--- config.mk ---
export PLATFORM = sky130hd
export DESIGN_NAME = coef_loader
export DESIGN_NICKNAME = d
export VERILOG_FILES = /design/src/rtl/coef_loader.sv
export SDC_FILE = /design/constraint.sdc
export NUM_CORES = 1
export LEC_CHECK = 0
export ABC_CLOCK_PERIOD_IN_PS = 5900
export CAP_MARGIN = 15
export CORE_MARGIN = 5
export CORE_UTILIZATION = 61
export DETAILED_ROUTE_END_ITERATION = 8
export GPL_ROUTABILITY_DRIVEN = 1
export PLACE_DENSITY = 0.92
export SYNTH_ARGS = -nofsm -noshare
export SYNTH_HDL_FRONTEND = slang
export SYNTH_SLANG_ARGS = --single-unit
--- constraint.sdc ---
create_clock -name clk -period 5.9 [get_ports clk]
set_input_delay 1.18 -clock clk [delete_from_list [all_inputs] [get_ports clk]]
set_output_delay 1.18 -clock clk [all_outputs]
set_load 0.01 [all_outputs]
--- src/rtl/coef_loader.sv ---
`default_nettype none
// ============================================================================
// Module      : coef_loader
// Description : Streams a z0/z1 coefficient frame into a shadow register,
//               range-checks the pairwise differences and commits the set to
//               the solver buses, holding the solver in reset while it settles.
// Revision    : 1.0 - initial release
// ============================================================================
module coef_loader #(
    parameter int NCOEF  = 12,
    parameter int SETTLE = 2
) (
    input  logic                 clk,
    input  logic                 reset,
    input  logic                 s_valid,
    input  logic [1:0]           s_data,
    input  logic                 s_last,
    output logic                 s_ready,
    output logic [2*NCOEF-1:0]   z0_bus,
    output logic [2*NCOEF-1:0]   z1_bus,
    output logic                 solver_rst,
    output logic                 coef_valid,
    output logic                 err,
    output logic [1:0]           err_code
);

    localparam int         c_w           = 2 * NCOEF;
    localparam logic [4:0] c_last_beat   = 5'(2 * NCOEF - 1);
    localparam logic [3:0] c_settle_last = 4'(SETTLE - 1);
    localparam logic [1:0] c_err_early   = 2'b01;
    localparam logic [1:0] c_err_missing = 2'b10;
    localparam logic [1:0] c_err_range   = 2'b11;

    typedef enum logic [2:0] {
        ST_IDLE  = 3'd0,
        ST_LOAD  = 3'd1,
        ST_CHECK = 3'd2,
        ST_ARM   = 3'd3,
        ST_RUN   = 3'd4
    } state_t;

    state_t             r_state;
    state_t             w_state_nxt;
    state_t             w_ret;
    logic [4:0]         r_cnt;
    logic [3:0]         r_settle;
    logic [2*c_w-1:0]   r_shadow;       // z0 beats in the low half, z1 in the high half
    logic               r_committed;
    logic [c_w-1:0]     r_z0;
    logic [c_w-1:0]     r_z1;
    logic               r_solver_rst;
    logic               r_coef_valid;
    logic               r_err;
    logic [1:0]         r_err_code;
    logic               w_ready;
    logic               w_accept;
    logic               w_commit;
    logic               w_err_set;
    logic [1:0]         w_err_code_nxt;
    logic [NCOEF-1:0]   w_k_ok;

    assign w_ready  = ((r_state == ST_IDLE) || (r_state == ST_LOAD) || (r_state == ST_RUN)) && !reset;
    assign w_accept = s_valid && w_ready;

    genvar k;
    generate
        for (k = 0; k < NCOEF; k++) begin : g_range
            logic signed [3:0] w_d;
            assign w_d = {{2{r_shadow[c_w+2*k+1]}}, r_shadow[c_w+2*k +: 2]}
                       - {{2{r_shadow[2*k+1]}}, r_shadow[2*k +: 2]};
            assign w_k_ok[k] = (w_d >= -4'sd2) && (w_d <= 4'sd2);
        end
    endgenerate

    always_comb begin
        w_state_nxt    = r_state;
        w_commit       = 1'b0;
        w_err_set      = 1'b0;
        w_err_code_nxt = r_err_code;
        w_ret          = r_committed ? ST_RUN : ST_IDLE;
        case (r_state)
            ST_IDLE, ST_LOAD, ST_RUN: begin
                if (w_accept) begin
                    if (r_cnt == c_last_beat) begin
                        if (s_last) begin
                            w_state_nxt = ST_CHECK;
                        end else begin
                            w_err_set      = 1'b1;
                            w_err_code_nxt = c_err_missing;
                            w_state_nxt    = w_ret;
                        end
                    end else if (s_last) begin
                        w_err_set      = 1'b1;
                        w_err_code_nxt = c_err_early;
                        w_state_nxt    = w_ret;
                    end else begin
                        w_state_nxt = ST_LOAD;
                    end
                end
            end
            ST_CHECK: begin
                if (&w_k_ok) begin
                    w_commit    = 1'b1;
                    w_state_nxt = ST_ARM;
                end else begin
                    w_err_set      = 1'b1;
                    w_err_code_nxt = c_err_range;
                    w_state_nxt    = w_ret;
                end
            end
            ST_ARM: begin
                if (r_settle == c_settle_last) begin
                    w_state_nxt = ST_RUN;
                end
            end
            default: w_state_nxt = ST_IDLE;
        endcase
    end

    always_ff @(posedge clk) begin
        if (reset) begin
            r_state      <= ST_IDLE;
            r_cnt        <= 5'd0;
            r_settle     <= 4'd0;
            r_shadow     <= '0;
            r_committed  <= 1'b0;
            r_z0         <= '0;
            r_z1         <= '0;
            r_solver_rst <= 1'b1;
            r_coef_valid <= 1'b0;
            r_err        <= 1'b0;
            r_err_code   <= 2'b00;
        end else begin
            r_state    <= w_state_nxt;
            r_err      <= w_err_set;
            r_err_code <= w_err_code_nxt;
            if (w_accept) begin
                for (int i = 0; i < 2 * NCOEF; i++) begin
                    if (r_cnt == 5'(i)) begin
                        r_shadow[2*i +: 2] <= s_data;
                    end
                end
                r_cnt <= (w_state_nxt == ST_LOAD) ? r_cnt + 5'd1 : 5'd0;
            end
            r_settle <= (r_state == ST_ARM) ? r_settle + 4'd1 : 4'd0;
            if (w_commit) begin
                r_z0        <= r_shadow[c_w-1:0];
                r_z1        <= r_shadow[2*c_w-1:c_w];
                r_committed <= 1'b1;
            end
            // Solver-facing flags follow the state one cycle later.
            r_solver_rst <= (r_state == ST_ARM) || ((r_state == ST_IDLE) && !r_committed);
            r_coef_valid <= (r_state == ST_RUN)
                         || (((r_state == ST_LOAD) || (r_state == ST_CHECK)) && r_committed);
        end
    end

    assign s_ready    = w_ready;
    assign z0_bus     = r_z0;
    assign z1_bus     = r_z1;
    assign solver_rst = r_solver_rst;
    assign coef_valid = r_coef_valid;
    assign err        = r_err;
    assign err_code   = r_err_code;

endmodule
`default_nettype wire

==> results.json, run 1 <==
{
  "vdd_drop_max_mv": 0.179,
  "finalSetupViolations": 0,
  "cts-htree-levels": 4,
  "diodes": 0,
  "numPortBuffers": 59,
  "crit_buf_inv": 2,
  "place_area_um2": 6320,
  "drv_cap": 0,
  "p_sw_w": 0.000401,
  "io_pins": 60,
  "yosys.area_share.simple": 0.210,
  "postCtsHoldBufs": 0,
  "postRouteAntennaNets": 0,
  "cpPeakStageDelay_ps": 550,
  "clock_latency_ps": 520,
  "synthMuxAreaShare": 0.0415,
  "firstDrtPassIters": 6,
  "grt_usage": 0.286,
  "critPathLaunchType": "flip-flop",
  "cp_data_arrival_time_ps": 3750,
  "max_freq_mhz": 293,
  "synthesis.nets": 719,
  "status": "complete, no violations",
  "die_x_um": 107,
  "place.gp.congestion": 0.888,
  "synth_top_area_cell": "dfxtp_1",
  "slowest_stage": "a2111oi_1",
  "synth_area_um2": 5780,
  "synth-xor-area-share": 0.00606,
  "synth_fa_ha_area_frac": 0.129,
  "die-area_um2": 11500,
  "cts_made_buffers": 17,
  "drv_slew": 0,
  "viasPerCell": 6.36,
  "grt_overflow": 0,
  "cts_setup_buffers": 0,
  "netlist_instances": 668,
  "area_delta_synth_final_pct": 19.9,
  "regArea_um2": 2280,
  "cts_tree": "built",
  "synth_ff_type": "dfxtp_1",
  "drtIter0Drc": 525,
  "critical_path_class": "reg -> reg",
  "cts_root_buffer": "clkbuf_8",
  "coreArea_um2": 9240,
  "yosysSeqAreaShare": 0.395,
  "end_kind": "flip-flop",
  "seqPwrFrac": 0.410,
  "clk_pin_slew_ps": 60,
  "fin_ws_ps": 2490,
  "synthTopCellsByArea": "dfxtp_1 39%, fa_1 8.3%, a21oi_1 6.8%, nand4_1 6.5%, ha_1 4.5%",
  "clkSinkCount": 114,
  "synth_area_per_cell_um2": 8.66,
  "yosysMostFrequentCell": "dfxtp_1",
  "finalWirelength_mm": 16.4,
  "ys_async_sr_fraction": 0,
  "nFillCells": 565,
  "combPwrFrac": 0.033,
  "p_sw_frac": 0.212,
  "place_inst": 805,
  "antenna_found_initial": 0,
  "vias": 5318,
  "multi_input_area_um2": 3060,
  "ctsResizeCount": 0,
  "clock_skew_ps": 7.17,
  "ys_warn_count": 0,
  "synth_compound_area_frac": 0.142,
  "setup_tns_ps": 0,
  "cp_cell_sequence": "inv_1 -> ha_1 -> fa_1 -> nor2b_1 -> a2111oi_1 -> nand4_1 -> buf_4 -> o21ai_0 -> a221oi_1",
  "design_area_um2": 6930,
  "wl_per_cell_um": 19.6,
  "yosysUniqueCellTypes": 49,
  "post-route-period-util": 0.578,
  "route.detailed.drc": 0,
  "grt_pass1_wl_mm": 25.9,
  "ys_seq_elements": 114,
  "drive_gt1_frac": 0.0608,
  "grt_max_degree": 112,
  "grt_pass1_vias": 5290,
  "fin_crit_ps": 3410,
  "fp.dieH_um": 107,
  "hp-class": "reg -> reg",
  "finalHoldViolCount": 0,
  "synth_edf_count": 0,
  "place_ws_ps": 2510,
  "worstMarginPinSlew_ps": 1090,
  "stdcell_count": 836,
  "synth_top_area_frac": 0.395,
  "p_per_area_nw_per_um2": 273,
  "fin_nets": 746,
  "worstPathMaxFanout": 36,
  "hpwl_mm": 10.2,
  "rsz0062_at_grt": "false",
  "power_leakage_nw": 2.48,
  "crit_required_ps": 6240,
  "clock_path_buffers": 2,
  "p_int_w": 0.00149,
  "synthTopCellsByCount": "114 x dfxtp_1, 79 x a21oi_1, 60 x nand4_1",
  "start_util": 0.626,
  "placementRows": 35,
  "crit_family": "compound AO/OA/AOI/OAI gates",
  "synth_top_family_by_area": "simple AND/OR/NAND/NOR gates",
  "pwr-share-clk": 0.557,
  "slew_headroom": 0.273
}
[metrics by stage]
| stage | hold WS [ps] | utilization | power (W) |
|---|---|---|---|
| after floorplan | 433 | - | 0.000836 |
| after global placement | 441 | 0.684 | 0.000848 |
| after detailed placement | 465 | 0.684 | 0.000852 |
| after CTS | 471 | 0.750 | 0.00189 |
| after global routing | 489 | 0.750 | 0.00193 |
| final | 467 | 0.750 | 0.00189 |
[power by group through the flow]
stage / registers [W] / logic (W) / clock network, W
3_3_place_gp: 0.000792 / 0.0000558 / 0
6_report: 0.000777 / 0.0000622 / 0.00106
5_1_grt: 0.000776 / 0.0000655 / 0.00109
4_1_cts: 0.000776 / 0.0000601 / 0.00106
3_5_place_dp: 0.000793 / 0.0000588 / 0
2_1_floorplan: 0.000792 / 0.0000437 / 0
[logic make-up after synthesis]
group,count (synthesis)
multiplexers,24
AO/OA/AOI/OAI,147
AND/OR/NAND/NOR,227
adder cells (fa/ha/maj),45
buffers and inverters,107
XOR/XNOR,4
flip-flops,114
[registers in the layout (all words and copies together) (netlist names), 2 cells and up]
register	flops
r_shadow	48
z1_bus	24
r_state	3
err_code	2
r_settle	4
r_cnt	5
z0_bus	24
[worst reg2reg max path, stage by stage (launching register included)]
cell and delay, ps:
dfxtp_1 380, inv_1 70, ha_1 210, fa_1 460, nor2b_1 170, a2111oi_1 550, nand4_1 550, buf_4 430
o21ai_0 300, a221oi_1 120
[cell usage in the layout (no fill, tap or decap), types with 4 or more instances in the layout]
cell             synthesis  layout
dfxtp_1                114     114
nand4_1                 60      60
clkdlybuf4s50_1          0      58
mux2i_1                 24      24
bufinv_16                0       4
nor3b_1                 12      12
a21oi_1                 79      79
clkbuf_16                0      16
ha_1                    21      21
nand2_1                 47      47
nand2b_1                 4       4
and3_1                   5       5
buf_4                    2       6
inv_1                   49      49
nand3_1                 29      29
or3_1                    4       4
nor4_1                   4       4
nor2_1                  38      38
fa_1                    24      24
nor2b_1                 10      10
o21ai_0                 49      49
[final cells by class]
class	instances	share of cell area
clock buffer	21	0.0648
tap	129	0.0233
sequential	114	0.329
inverter	50	0.0271
clock inverter	10	0.0227
timing repair buffer	65	0.0910
multi-input combinational	447	0.442
[final timing paths]
check	startpoint	to	slack [ps]	depth (start not counted)
max	r_shadow[24]$_SDFFE_PP0P_	err_code[0]$_SDFFE_PP0P_	2490	9
min	z0_bus[8]$_SDFFE_PP0P_	z0_bus[8]$_SDFFE_PP0P_	470	2
max reg2reg	r_shadow[24]$_SDFFE_PP0P_	err_code[0]$_SDFFE_PP0P_	2490	9
min reg2reg	z0_bus[8]$_SDFFE_PP0P_	z0_bus[8]$_SDFFE_PP0P_	470	2
[metal layers]
layer | share of wire | GRT usage
met1 | 0.38 | 0.340
met2 | 0.49 | 0.483
met3 | 0.091 | 0.0564
met4 | 0.043 | 0.159
met5 | 0 | 0
Note: power is estimated with default switching activity, not from simulation.
==> inputs of run 2 (changes only) <==
==> config.mk (replaced) <==
export PLATFORM = sky130hd
export DESIGN_NAME = coef_loader
export DESIGN_NICKNAME = d
export VERILOG_FILES = /design/src/rtl/coef_loader.sv
export SDC_FILE = /design/constraint.sdc
export NUM_CORES = 1
export LEC_CHECK = 0
export ABC_CLOCK_PERIOD_IN_PS = 2870
export CAP_MARGIN = 15
export CORE_MARGIN = 5
export CORE_UTILIZATION = 51
export DETAILED_ROUTE_END_ITERATION = 8
export GPL_ROUTABILITY_DRIVEN = 1
export PLACE_DENSITY = 0.83
export SYNTH_ARGS = -nofsm -noshare
export SYNTH_HDL_FRONTEND = slang
export SYNTH_SLANG_ARGS = --single-unit
==> constraint.sdc (replaced) <==
create_clock -name clk -period 2.87 [get_ports clk]
set_input_delay 0.574 -clock clk [delete_from_list [all_inputs] [get_ports clk]]
set_output_delay 0.574 -clock clk [all_outputs]
set_load 0.01 [all_outputs]
==> run 2 against run 1 <==
  * Sequential share of layout area fell by 0.68 points
  * Routed wire length fell by 4.1%
  * Register-to-register slack got worse by 2400 ps
  * Combinational power rose by 120%
  * Largest power group unchanged
==> results.json, run 2 (synthesized netlist as in run 1, its figures left out) <==
{
  "vias": 5193,
  "vdd_drop_max_mv": 0.405,
  "finalHoldViolCount": 0,
  "grt_overflow": 0,
  "end_kind": "flip-flop",
  "clock_skew_ps": 8.52,
  "final_cell_mix": "114 x dfxtp_1, 79 x a21oi_1, 60 x nand4_1",
  "mostFrequentLayoutCell": "dfxtp_1",
  "drive_gt1_frac": 0.0861,
  "cp_data_arrival_time_ps": 3040,
  "finalWirelength_mm": 15.7,
  "grt_max_degree": 89,
  "power_leakage_nw": 2.55,
  "numPortBuffers": 59,
  "firstDrtPassIters": 5,
  "design_area_um2": 7080,
  "grt_usage": 0.242,
  "critPathLaunchType": "flip-flop",
  "postRouteAntennaNets": 0,
  "clock_path_buffers": 2,
  "die_x_um": 116,
  "fin_crit_ps": 2790,
  "coreArea_um2": 11000,
  "cts_root_buffer": "clkbuf_16",
  "drv_slew": 0,
  "route.detailed.drc": 0,
  "critical_path_class": "reg -> reg",
  "cts_made_buffers": 17,
  "grt_pass1_vias": 5236,
  "place_area_um2": 6450,
  "reg2reg_from": "r_shadow[24]$_SDFFE_PP0P_",
  "crit_required_ps": 3120,
  "io_pins": 60,
  "clock_latency_ps": 420,
  "status": "complete, no violations",
  "clk_pin_slew_ps": 60,
  "hold_path_startpoint": "r_settle[0]$_SDFF_PP0_",
  "cts-htree-levels": 4,
  "fin_nets": 758,
  "nFillCells": 862,
  "drv_cap": 0,
  "viasPerCell": 6.04,
  "setup_tns_ps": 0,
  "startpoint": "r_shadow[24]$_SDFFE_PP0P_",
  "place_inst": 827,
  "grt_pass1_wl_mm": 25.6,
  "cts_tree": "built",
  "hp-class": "reg -> reg",
  "antenna_found_initial": 0,
  "p_per_area_nw_per_um2": 537,
  "clkSinkCount": 114,
  "r2r_cells": 9,
  "slew_headroom": 0.316,
  "drtIter0Drc": 561,
  "worstMarginPinSlew_ps": 1020,
  "stdcell_count": 860,
  "hpwl_mm": 10.6,
  "die-area_um2": 13600,
  "placementRows": 38,
  "place.gp.congestion": 0.865,
  "area_delta_synth_final_pct": 22.4,
  "post-route-period-util": 0.972,
  "fin_total_pwr_w": 0.00380,
  "finalSetupViolations": 0,
  "start_util": 0.527,
  "wl_per_cell_um": 18.2,
  "worstPathMaxFanout": 20,
  "whs_path_depth": 1,
  "top_register": "r_shadow",
  "max_freq_mhz": 358,
  "diodes": 0,
  "largest_register_ffs": 48,
  "postCtsHoldBufs": 0,
  "fp.dieH_um": 116
}
## run 2: power breakdown
part / leakage, nW / switching, W / internal [W]
sequential: 0.919 / 0.00000690 / 0.00159
combinational: 1.35 / 0.0000948 / 0.0000433
clock: 0.282 / 0.000745 / 0.00132
## run 2: cell type report
type                    count  area, µm²  area share
multi-input cells         447       3090       0.437
flip-flops and latches    114       2280       0.322
repair buffers             77        753       0.106
clock buffers              20        457      0.0645
inverters                  50        188      0.0265
well taps                 140        175      0.0247
clock inverters            12        133      0.0187
## run 2: layer usage
metal / track usage / up-vias / routed length, µm
met2: 0.404 / 252 / 7720
met4: 0.114 / 0 / 428
met5: 0 / - / 0
met3: 0.0585 / 42 / 1250
li1: - / 2394 / -
met1: 0.294 / 2505 / 6290
## run 2: worst max-delay path: stages (launching register included)
cell and delay (ps):
dfxtp_1 400, inv_1 60, ha_1 210, fa_1 460, nor2b_1 170, a2111oi_2 430, nand4_1 300, buf_4 280
o21ai_0 200, a21oi_1 100
## run 2: worst paths after layout
kind	slack [ps]	end
setup / recovery	80	z0_bus[5]$_SDFFE_PP0P_
hold / removal	470	r_settle[0]$_SDFF_PP0_
setup reg to reg	80	z0_bus[5]$_SDFFE_PP0P_
hold reg to reg	470	r_settle[0]$_SDFF_PP0_
## run 2: timing repair
| item | CTS | global route |
|---|---|---|
| cloned | 0 | 0 |
| resized for setup | 2 | 7 |
| buffers inserted | 0 | 1 |
| setup endpoints to repair | 3 | 33 |
| pin swaps | 0 | 2 |
## run 2: through the flow
step | hold WS, ps | setup slack, ps | utilization
after global placement | 442 | 65.5 | 0.587
after floorplan | 433 | 450 | -
final | 471 | 78.9 | 0.644
after detailed placement | 462 | 20.6 | 0.587
after CTS | 473 | 8.03 | 0.641
after global routing | 496 | -31.3 | 0.644
